$ cat config.mk
export PLATFORM = sky130hd
export DESIGN_NAME = uart_rx_sipo
export DESIGN_NICKNAME = d
export VERILOG_FILES = /design/src/rtl/uart_pkg.sv /design/src/rtl/uart_tick_gen.sv /design/src/rtl/uart_rx_sipo.sv
export SDC_FILE = /design/constraint.sdc
export NUM_CORES = 1
export LEC_CHECK = 0
export ABC_AREA = 1
export CORE_UTILIZATION = 50
export CTS_BUF_LIST = sky130_fd_sc_hd__clkbuf_4
export CTS_CLUSTER_SIZE = 10
export DETAILED_ROUTE_END_ITERATION = 10
export PLACE_DENSITY = 0.69
export SETUP_SLACK_MARGIN = 0.2
export SYNTH_ARGS = -nofsm -noshare
export SYNTH_HDL_FRONTEND = slang
export SYNTH_HIERARCHICAL = 1
export SYNTH_SLANG_ARGS = --single-unit
$ cat constraint.sdc
create_clock -name clk -period 2.2 [get_ports clk]
set_input_delay 0.44 -clock clk [delete_from_list [all_inputs] [get_ports clk]]
set_output_delay 0.44 -clock clk [all_outputs]
set_load 0.005 [all_outputs]
$ cat src/rtl/uart_pkg.sv
// Shared UART definitions: receiver state encoding, baud divider math, mid-bit index.
// Latency: none (types, constants and constant functions only).
// Backpressure: not applicable.
package uart_pkg;

    typedef enum logic [2:0] {
        ST_IDLE   = 3'd0,
        ST_START  = 3'd1,
        ST_DATA   = 3'd2,
        ST_PARITY = 3'd3,
        ST_STOP   = 3'd4
    } rx_state_t;

    // Oversample ticks per bit used when no override is given, and its sample index.
    localparam int OVERSAMPLE_DEF = 16;
    localparam int MID_IDX_DEF    = OVERSAMPLE_DEF / 2 - 1;

    // Clock cycles per oversample tick; integer division, truncating.
    function automatic int calc_div(input int clk_hz, input int baud, input int oversample);
        return clk_hz / (baud * oversample);
    endfunction

    // Tick index inside a bit at which the line is sampled (centre of the bit).
    function automatic int mid_idx(input int oversample);
        return oversample / 2 - 1;
    endfunction

endpackage

$ cat src/rtl/uart_tick_gen.sv
// Free-running clock divider emitting a one-cycle tick every DIV enabled cycles.
// Latency: first tick DIV enabled cycles after a clear; tick is combinational from the count.
// Backpressure: none; counting pauses while i_en is low, i_clr restarts the period.
module uart_tick_gen #(
    parameter int DIV = 1
) (
    input  logic i_clk,
    input  logic i_rst_n,
    input  logic i_en,
    input  logic i_clr,
    output logic o_tick
);
    import uart_pkg::*;

    localparam int CW = (DIV > 1) ? $clog2(DIV) : 1;

    logic [CW-1:0] r_cnt;
    logic          w_wrap;

    assign w_wrap = (r_cnt == CW'(DIV - 1));
    assign o_tick = i_en && !i_clr && w_wrap;

    // Period counter: restart on clear, advance only while enabled.
    always_ff @(posedge i_clk or negedge i_rst_n) begin
        if (!i_rst_n) begin
            r_cnt <= '0;
        end else if (i_clr) begin
            r_cnt <= '0;
        end else if (i_en) begin
            r_cnt <= w_wrap ? '0 : r_cnt + 1'b1;
        end
    end

endmodule

$ cat src/rtl/uart_rx_sipo.sv
// Oversampling UART receiver: start validation, LSB-first shift, stop check, 1-entry output buffer. Optional parity: UART_RX_PARITY_EN.
// Latency: word valid the cycle after the last stop-bit mid sample; frame_err/overrun/parity_err pulse in that same cycle.
// Backpressure: rx_valid holds until rx_ready; a word completing while the buffer is still full is dropped with an overrun pulse.
module uart_rx_sipo
    import uart_pkg::*;
#(
    parameter int DATA_WIDTH  = 8,
    parameter int CLK_FREQ_HZ = 50_000_000,
    parameter int BAUD        = 115200,
    parameter int OVERSAMPLE  = 16,
    parameter int STOP_BITS   = 1
`ifdef UART_RX_PARITY_EN
    ,
    parameter int PARITY_ODD  = 0
`endif
) (
    input  logic                  clk,
    input  logic                  reset,
    input  logic                  rx,
    output logic [DATA_WIDTH-1:0] rx_data,
    output logic                  rx_valid,
    input  logic                  rx_ready,
    output logic                  busy,
    output logic                  frame_err,
    output logic                  overrun,
    output logic [3:0]            bit_count
`ifdef UART_RX_PARITY_EN
    ,
    output logic                  parity_err
`endif
);

    localparam int DIV = calc_div(CLK_FREQ_HZ, BAUD, OVERSAMPLE);
    localparam int MID = mid_idx(OVERSAMPLE);
    localparam int OSW = $clog2(OVERSAMPLE);

    generate
        if (DIV < 1) begin : g_bad_div
            $error("uart_rx_sipo: CLK_FREQ_HZ too low for BAUD*OVERSAMPLE");
        end
        if (DATA_WIDTH < 5 || DATA_WIDTH > 9) begin : g_bad_width
            $error("uart_rx_sipo: DATA_WIDTH must be 5..9");
        end
    endgenerate

    rx_state_t             r_state;
    rx_state_t             w_state_nxt;
    logic                  r_sync1;
    logic                  r_sync2;
    logic                  w_rx_s;
    logic                  w_tick;
    logic                  w_mid;
    logic [OSW-1:0]        r_os_cnt;
    logic [3:0]            r_bit_cnt;
    logic                  r_stop_cnt;
    logic [DATA_WIDTH-1:0] r_shift;
    logic                  r_armed;
    logic [DATA_WIDTH-1:0] r_data;
    logic                  r_valid;
    logic                  r_ovr;
    logic                  r_ferr;
    logic                  w_enter_start;
    logic                  w_start_ok;
    logic                  w_shift_en;
    logic                  w_stop_next;
    logic                  w_commit;
    logic                  w_ferr;
`ifdef UART_RX_PARITY_EN
    logic                  w_par_en;
    logic                  r_par_bad;
    logic                  r_perr;
`endif

    assign w_rx_s    = r_sync2;
    assign busy      = (r_state != ST_IDLE);
    assign w_mid     = w_tick && (r_os_cnt == OSW'(MID));
    assign rx_data   = r_data;
    assign rx_valid  = r_valid;
    assign overrun   = r_ovr;
    assign frame_err = r_ferr;
    assign bit_count = r_bit_cnt;
`ifdef UART_RX_PARITY_EN
    assign parity_err = r_perr;
`endif

    // Two-flop synchroniser for the asynchronous line; idles high out of reset.
    always_ff @(posedge clk or negedge reset) begin
        if (!reset) begin
            r_sync1 <= 1'b1;
            r_sync2 <= 1'b1;
        end else begin
            r_sync1 <= rx;
            r_sync2 <= r_sync1;
        end
    end

    uart_tick_gen #(
        .DIV (DIV)
    ) u_tick (
        .i_clk   (clk),
        .i_rst_n (reset),
        .i_en    (busy),
        .i_clr   (w_enter_start),
        .o_tick  (w_tick)
    );

    // State register.
    always_ff @(posedge clk or negedge reset) begin
        if (!reset) begin
            r_state <= ST_IDLE;
        end else begin
            r_state <= w_state_nxt;
        end
    end

    // Next-state logic and per-cycle datapath strobes.
    always_comb begin
        w_state_nxt   = r_state;
        w_enter_start = 1'b0;
        w_start_ok    = 1'b0;
        w_shift_en    = 1'b0;
        w_stop_next   = 1'b0;
        w_commit      = 1'b0;
        w_ferr        = 1'b0;
`ifdef UART_RX_PARITY_EN
        w_par_en      = 1'b0;
`endif
        case (r_state)
            ST_IDLE: begin
                // r_armed blocks re-triggering on a line still held low after a break.
                if (!w_rx_s && r_armed) begin
                    w_state_nxt   = ST_START;
                    w_enter_start = 1'b1;
                end
            end
            ST_START: begin
                if (w_mid) begin
                    if (w_rx_s) begin
                        w_state_nxt = ST_IDLE;
                    end else begin
                        w_state_nxt = ST_DATA;
                        w_start_ok  = 1'b1;
                    end
                end
            end
            ST_DATA: begin
                if (w_mid) begin
                    w_shift_en = 1'b1;
                    if (r_bit_cnt == 4'(DATA_WIDTH - 1)) begin
`ifdef UART_RX_PARITY_EN
                        w_state_nxt = ST_PARITY;
`else
                        w_state_nxt = ST_STOP;
`endif
                    end
                end
            end
`ifdef UART_RX_PARITY_EN
            ST_PARITY: begin
                if (w_mid) begin
                    w_par_en    = 1'b1;
                    w_state_nxt = ST_STOP;
                end
            end
`endif
            ST_STOP: begin
                if (w_mid) begin
                    if (!w_rx_s) begin
                        w_ferr      = 1'b1;
                        w_state_nxt = ST_IDLE;
                    end else if (r_stop_cnt == 1'(STOP_BITS - 1)) begin
                        // Leave at the sample, not the bit end, so a following start edge is seen.
                        w_commit    = 1'b1;
                        w_state_nxt = ST_IDLE;
                    end else begin
                        w_stop_next = 1'b1;
                    end
                end
            end
            default: begin
                w_state_nxt = ST_IDLE;
            end
        endcase
    end

    // Bit-timing counters, shift register and break re-arm flag.
    always_ff @(posedge clk or negedge reset) begin
        if (!reset) begin
            r_os_cnt   <= '0;
            r_bit_cnt  <= '0;
            r_stop_cnt <= 1'b0;
            r_shift    <= '0;
            r_armed    <= 1'b1;
        end else begin
            if (w_enter_start) begin
                r_os_cnt <= '0;
            end else if (w_tick) begin
                r_os_cnt <= (r_os_cnt == OSW'(OVERSAMPLE - 1)) ? '0 : r_os_cnt + 1'b1;
            end
            if (w_enter_start || w_start_ok) begin
                r_bit_cnt <= '0;
            end else if (w_shift_en) begin
                r_bit_cnt <= r_bit_cnt + 4'd1;
            end
            if (w_start_ok) begin
                r_stop_cnt <= 1'b0;
            end else if (w_stop_next) begin
                r_stop_cnt <= r_stop_cnt + 1'b1;
            end
            if (w_shift_en) begin
                r_shift <= {w_rx_s, r_shift[DATA_WIDTH-1:1]};
            end
            if (w_ferr) begin
                r_armed <= 1'b0;
            end else if (r_state == ST_IDLE && w_rx_s) begin
                r_armed <= 1'b1;
            end
        end
    end

`ifdef UART_RX_PARITY_EN
    // Parity verdict captured at the parity-bit sample, reported at commit.
    always_ff @(posedge clk or negedge reset) begin
        if (!reset) begin
            r_par_bad <= 1'b0;
        end else if (w_par_en) begin
            r_par_bad <= (^r_shift) ^ w_rx_s ^ 1'(PARITY_ODD);
        end
    end
`endif

    // One-entry output buffer with overrun and error pulses.
    always_ff @(posedge clk or negedge reset) begin
        if (!reset) begin
            r_data  <= '0;
            r_valid <= 1'b0;
            r_ovr   <= 1'b0;
            r_ferr  <= 1'b0;
`ifdef UART_RX_PARITY_EN
            r_perr  <= 1'b0;
`endif
        end else begin
            r_ferr <= w_ferr;
            r_ovr  <= 1'b0;
            if (w_commit) begin
                if (!r_valid || rx_ready) begin
                    r_data  <= r_shift;
                    r_valid <= 1'b1;
                end else begin
                    r_ovr <= 1'b1;
                end
            end else if (r_valid && rx_ready) begin
                r_valid <= 1'b0;
            end
`ifdef UART_RX_PARITY_EN
            r_perr <= w_commit && r_par_bad;
`endif
        end
    end

endmodule

Word level (Yosys, flattened, before mapping). Cells that the tools add are included.

$add $sub $neg: 4. $mul: 0. Div/mod/pow operators: 0. $lt $le $gt $ge: 0. Equal/unequal tests: 14. Shift operators: 0. Mux-type cells: 42. Bitwise logic cells: 0. Reduce and logical (&&, ||, !) cells: 22.

Operators by type and width (count): two-way mux 1 bit (25); two-way mux 3 bit (7); two-way mux 4 bit (5); two-way mux 5 bit (3); case mux 3 bit (4 select lines) (1); nonzero test 2 bit (6); inequality test 2 bit (second input constant) (5); adder 4 x 1 -> 4 bit (second input constant) (2); equality test 4 x 3 -> 1 bit (second input constant) (2); logical AND 1 bit (6); AND reduction 6 bit (1); adder 5 x 1 -> 5 bit (second input constant) (1); equality test 5 bit (second input constant) (1); equality test 4 bit (second input constant) (1); AND reduction 2 bit (2); equality test 3 x 1 -> 1 bit (second input constant) (1); equality test 3 x 2 -> 1 bit (second input constant) (1); equality test 3 bit (second input constant) (1); logical NOT 1 bit (3); logical NOT 3 bit (1); inequality test 3 bit (second input constant) (1); nonzero test 3 bit (1); logical OR 1 bit (2); two-way mux 2 bit (1); 2 further kinds (2).

Register bits: 39. Latch bits: 0. RAM bits: 0. Memory bits (read-only): 0. Input port bits: 4. Output and inout bits: 16. Logic and storage cells: 95. Memories: 0.

Logic depth before layout (Yosys ltp).
Word-level depth: 12. Depth in mapped cells: 12. Depth with buffers taken out: 12.

Hierarchy. The synthesis kept the hierarchy.

Modules (own cells, without submodules): uart_rx_sipo (instances 1, cells each 178, area an instance 1585.3 sq um, seq. area each 854.6 sq um); uart_tick_gen (instances 1, cells each 39, area an instance 336.6 sq um, seq. area each 125.1 sq um).

Least setup slack after synthesis. No wires, ideal clock.

Kind: register -> register. Start point: reg r_sync2. End point: reg r_data[7] (netlist: rx_data[7]). Setup time: 117 ps. Arrival: 1842 ps. Required time: 2083 ps. Setup slack: 241 ps. Cell stages (with the launch flop): 11. Path buffers: 1. Period minus slack after synthesis: 1959 ps. Cell sequence: dfstp_2 inv_1 nand2_1 nor2_2 nor3_2 nand2_1 nor3_4 nand4_4 buf_6 nand2_2 o21ai_2.

Longest elaborated chain between the ends: 11. Elaborated cells between the ends (all ways): 12. Those cells by class: 5 x mux; 7 x reduce/logical.

Ends and longest elaborated chain: start, declared (RTL line uart_rx_sipo.sv:49) `logic r_sync2;`; start signal, assigned (RTL line uart_rx_sipo.sv:93) `r_sync2 <= r_sync1;`; logical NOT 1 bit; logical AND 1 bit (RTL line uart_rx_sipo.sv:131) `if (!w_rx_s && r_armed) begin`; two-way mux 1 bit (RTL line uart_rx_sipo.sv:131); two-way mux 1 bit (RTL line uart_rx_sipo.sv:128) `case (r_state)`; net w_enter_start (RTL line uart_rx_sipo.sv:62) `logic w_enter_start;`; logical NOT 1 bit (RTL line uart_tick_gen.sv:21) `assign o_tick = i_en && !i_clr && w_wrap;`; logical AND 1 bit (2 in a row) (RTL line uart_tick_gen.sv:21); net w_tick (RTL line uart_rx_sipo.sv:51) `logic w_tick;`; logical AND 1 bit (RTL line uart_rx_sipo.sv:76) `assign w_mid = w_tick && (r_os_cnt == OSW'(MID));`; two-way mux 1 bit (RTL line uart_rx_sipo.sv:167) `if (w_mid) begin`; two-way mux 1 bit (RTL line uart_rx_sipo.sv:128); AND reduction 2 bit (no line); end signal, assigned (RTL line uart_rx_sipo.sv:247) `r_data <= r_shift;`; end, declared (RTL line uart_rx_sipo.sv:58) `logic [DATA_WIDTH-1:0] r_data;`.

The timed path passes the listed nets, and every way through them passes these cells. A chain may end at the register's enable or synchronous reset.

Worst setup path after layout.
Start point: reg u_tick.r_cnt[0]. End point: reg r_data[3] (netlist: rx_data[3]).

Longest elaborated chain between the ends: 6.

Ends and longest elaborated chain: start, declared (RTL line uart_tick_gen.sv:17) `logic [CW-1:0] r_cnt;`; start signal, assigned (RTL line uart_tick_gen.sv:30) `r_cnt <= w_wrap ? '0 : r_cnt + 1'b1;`; equality test 5 bit (RTL line uart_tick_gen.sv:20) `assign w_wrap = (r_cnt == CW'(DIV - 1));`; logical AND 1 bit (RTL line uart_tick_gen.sv:21); net w_tick (RTL line uart_rx_sipo.sv:51); logical AND 1 bit (RTL line uart_rx_sipo.sv:76); two-way mux 1 bit (RTL line uart_rx_sipo.sv:167); two-way mux 1 bit (RTL line uart_rx_sipo.sv:128); AND reduction 2 bit (no line).

The timed path passes the listed nets, and every way through them passes these cells.

==> metrics.md <==
| Metric | Value |
|---|---|
| Final setup vio count | `0` |
| Post-DP HPWL | `2440 um` |
| Drt via density | `4.91` |
| Vias in the first global route | `1412` |
| Synth Area in Simple Gates | `26.6%` |
| Post-synthesis sequential area ratio | `51.0%` |
| Cell Chain, Critical Path | `inv_1 -> ha_1 -> nand2_1 -> inv_1 -> nand2_2 -> nor3_4 -> nand2_2 -> nor3_4 -> nand4_4 -> buf_12 -> nand2_1 -> o21ai_2` |
| Synthesized cell area | `0.00192 sq mm` |
| H-tree lvl count | `2` |
| Die width | `64.0 um` |
| Clock tree sinks | `39` |
| Ys async rst share | `100%` |
| DRT iter0 DRCs | `70` |
| WL met2 | `1920 um` |
| Final hold vios | `0` |
| Status | `completed` |
| Residual DRC count | `0` |
| Initial Utilization | `52.5%` |
| Final min period | `1890 ps` |
| Largest net degree at the start of global routing | `24` |
| Crit path DAT | `2140 ps` |
| Gate Count Post-Synth | `217` |
| Place WS | `141 ps` |
| Slowest CP cell | `dfrtp_1` |
| Worst IR Drop VDD | `0.384 mV` |
| Total Nets Final | `268` |
| GPL Wtd Cong | `0.827` |
| Die Ht | `64.0 um` |
| Layout cells sized above 1 | `27.2%` |
| Commonest non-fill, non-tap cell in the layout | `nand2_1` |
| Synth Area in Compound Gates | `9.37%` |
| Avg WL per Cell | `12.0 um` |
| RSZ-0062 raised after global routing | `true` |
| DRT met1 WL | `1680 um` |
| Diodes inserted | `0` |
| Slowest stage delay, CP | `400 ps` |
| Tot Pwr | `1.69 mW` |
| Total grt overflow | `0` |
| Fin worst setup slack | `310 ps` |
| Design Area, Final | `0.00245 sq mm` |
| Initial antenna violation count | `0` |
| Final Max Tran Viols | `0` |
| Type of origin of the critical path | `register` |
| Post-route ant nets | `0` |
| Vias | `1517` |
| Synth Register Bits | `39` |
| CP max FO | `17` |
| Root Driver | `clkbuf_4` |
| Fin Clk Skew | `3.71 ps` |
| Ys flop type | `dfrtp_1` |
| FMAX | `529 MHz` |
| Clock slew at reported path FFs | `120 ps` |
| IO Pins | `20` |
| TritonRoute pass-1 iters | `4` |
| PortBufs | `19` |
| CTS tree | `done` |
| Commonest cells after routing, fill and taps aside | `nand2_1 (52), dfrtp_1 (35), inv_1 (29), nand3_1 (17), clkdlybuf4s50_1 (17)` |
| Crit. End Element | `register` |
| Max-cap violations | `0` |
| Power density cells | `690 mW/mm^2` |
| Tcrit/Tclk final | `85.9%` |
| Synth Area in Adders | `2.60%` |
| Overall die area | `0.00410 sq mm` |
| Post-synthesis mux area share | `0%` |
| Highest routed layer | `met4` |
| DR WL met3 | `78 um` |
| Distinct cells, synth | `26` |
| Global-route wire length before repair | `5980 um` |
| Pleak | `1.16 nW` |
| Total Wirelength | `3710 um` |
| Tightest Hold Check Type | `in2async` |
| Synth warnings | `6` |
| GRT Util Overall | `19.1%` |
| Worst skew pair latency | `340 ps` |
| Critical path class | `reg2reg` |
| Combinational family with the most area after synthesis | `simple AND/OR/NAND/NOR gates` |
| Syn_area_per_cell | `8.86 sq um` |
| Worst Max-Slew Pin Slew | `488 ps` |
| P&R area growth vs syn | `27.3%` |
| Max clock buf depth | `2` |
| Synth Net Count | `225` |
| Slew HR | `67.4%` |
| DP Area | `0.00218 sq mm` |
| Setup TNS | `0 ps` |
| Req. time, crit path | `2450 ps` |
| Critical path's top delay family | `simple AND/OR/NAND/NOR gates` |
| Number of synthesized flops with an enable pin | `0` |
| Total CTS buffers | `5` |
| Placeable Area | `0.00366 sq mm` |
| Worst path bufs/invs | `3` |
| XOR/XNOR share of the synthesized area | `1.82%` |
| Site Rows | `22` |
-- state kept, by name, indices dropped and copies added (netlist names) --
name          count
r_shift           8
rx_data           8
u_tick/r_cnt      5
bit_count         4
r_os_cnt          4
r_state           3
frame_err         1
overrun           1
r_armed           1
r_stop_cnt        1
r_sync1           1
r_sync2           1
rx_valid          1
-- metrics by stage --
step,hold slack (ps),util (%),cells
6_report,34.7,66.8,309
5_1_grt,60.4,66.8,309
4_1_cts,45.4,62.6,297
3_5_place_dp,347,59.5,287
3_3_place_gp,349,59.5,287
2_1_floorplan,144,-,217
-- final timing paths --
kind                                 start           to  depth (start not counted)  slack [ps]
hold / removal                       reset  r_os_cnt[3]                          1          30
hold reg to reg                    r_sync1      r_sync2                          0         370
setup reg to reg           u_tick/r_cnt[0]   rx_data[3]                         12         310
min in group clk                   r_sync1      r_sync2                          0         370
setup / recovery           u_tick/r_cnt[0]   rx_data[3]                         12         310
max in group asynchronous            reset      r_sync2                          2        1570
-- logic make-up after synthesis --
kind of cell / after synthesis
XOR/XNOR: 4
buffers and inverters: 37
AO/OA/AOI/OAI: 26
flip-flops: 39
AND/OR/NAND/NOR: 107
adder cells (fa/ha/maj): 4
-- power breakdown --
group	internal, mW	switching [mW]	total (mW)
clock network	0.239	0.244	0.483
registers	0.777	0.0669	0.844
logic	0.179	0.182	0.361
-- layout make-up --
cell class / instances / area [sq um]
Clock buffer: 5 / 37.5
Clock inverter: 3 / 43.8
Fill cell: 299 / 1210
Inverter: 33 / 124
Multi-Input combinational cell: 142 / 822
Sequential cell: 39 / 981
Tap cell: 48 / 60.1
Timing Repair Buffer: 39 / 379
-- cell usage after synthesis (4+ instances only) --
library cell / n / area share [%]
dfrtp_1: 36 / 47
ha_1: 4 / 2.6
inv_1: 30 / 5.9
nand2_1: 55 / 11
nand3_1: 17 / 4.4
nor2_1: 15 / 2.9
nor2_2: 6 / 2.0
o21ai_0: 8 / 2.1
o21ai_1: 4 / 1.0
o21ai_2: 13 / 5.9
-- routing by layer --
| layer | up-vias | track usage [%] |
|---|---|---|
| met5 | - | 0 |
| li1 | 773 | - |
| met4 | 0 | 6.82 |
| met1 | 723 | 22.7 |
| met3 | 6 | 4.82 |
| met2 | 15 | 33.1 |
-- repair_timing --
item | in CTS | in global routing
resized for setup | 2 | 13
hold buffers | 0 | 0
pin swaps | 1 | 4
endpoints found under the setup margin | 14 | 28
cloned | 0 | 2
buffers inserted | 2 | 10
(Power assumes the default switching activity.)
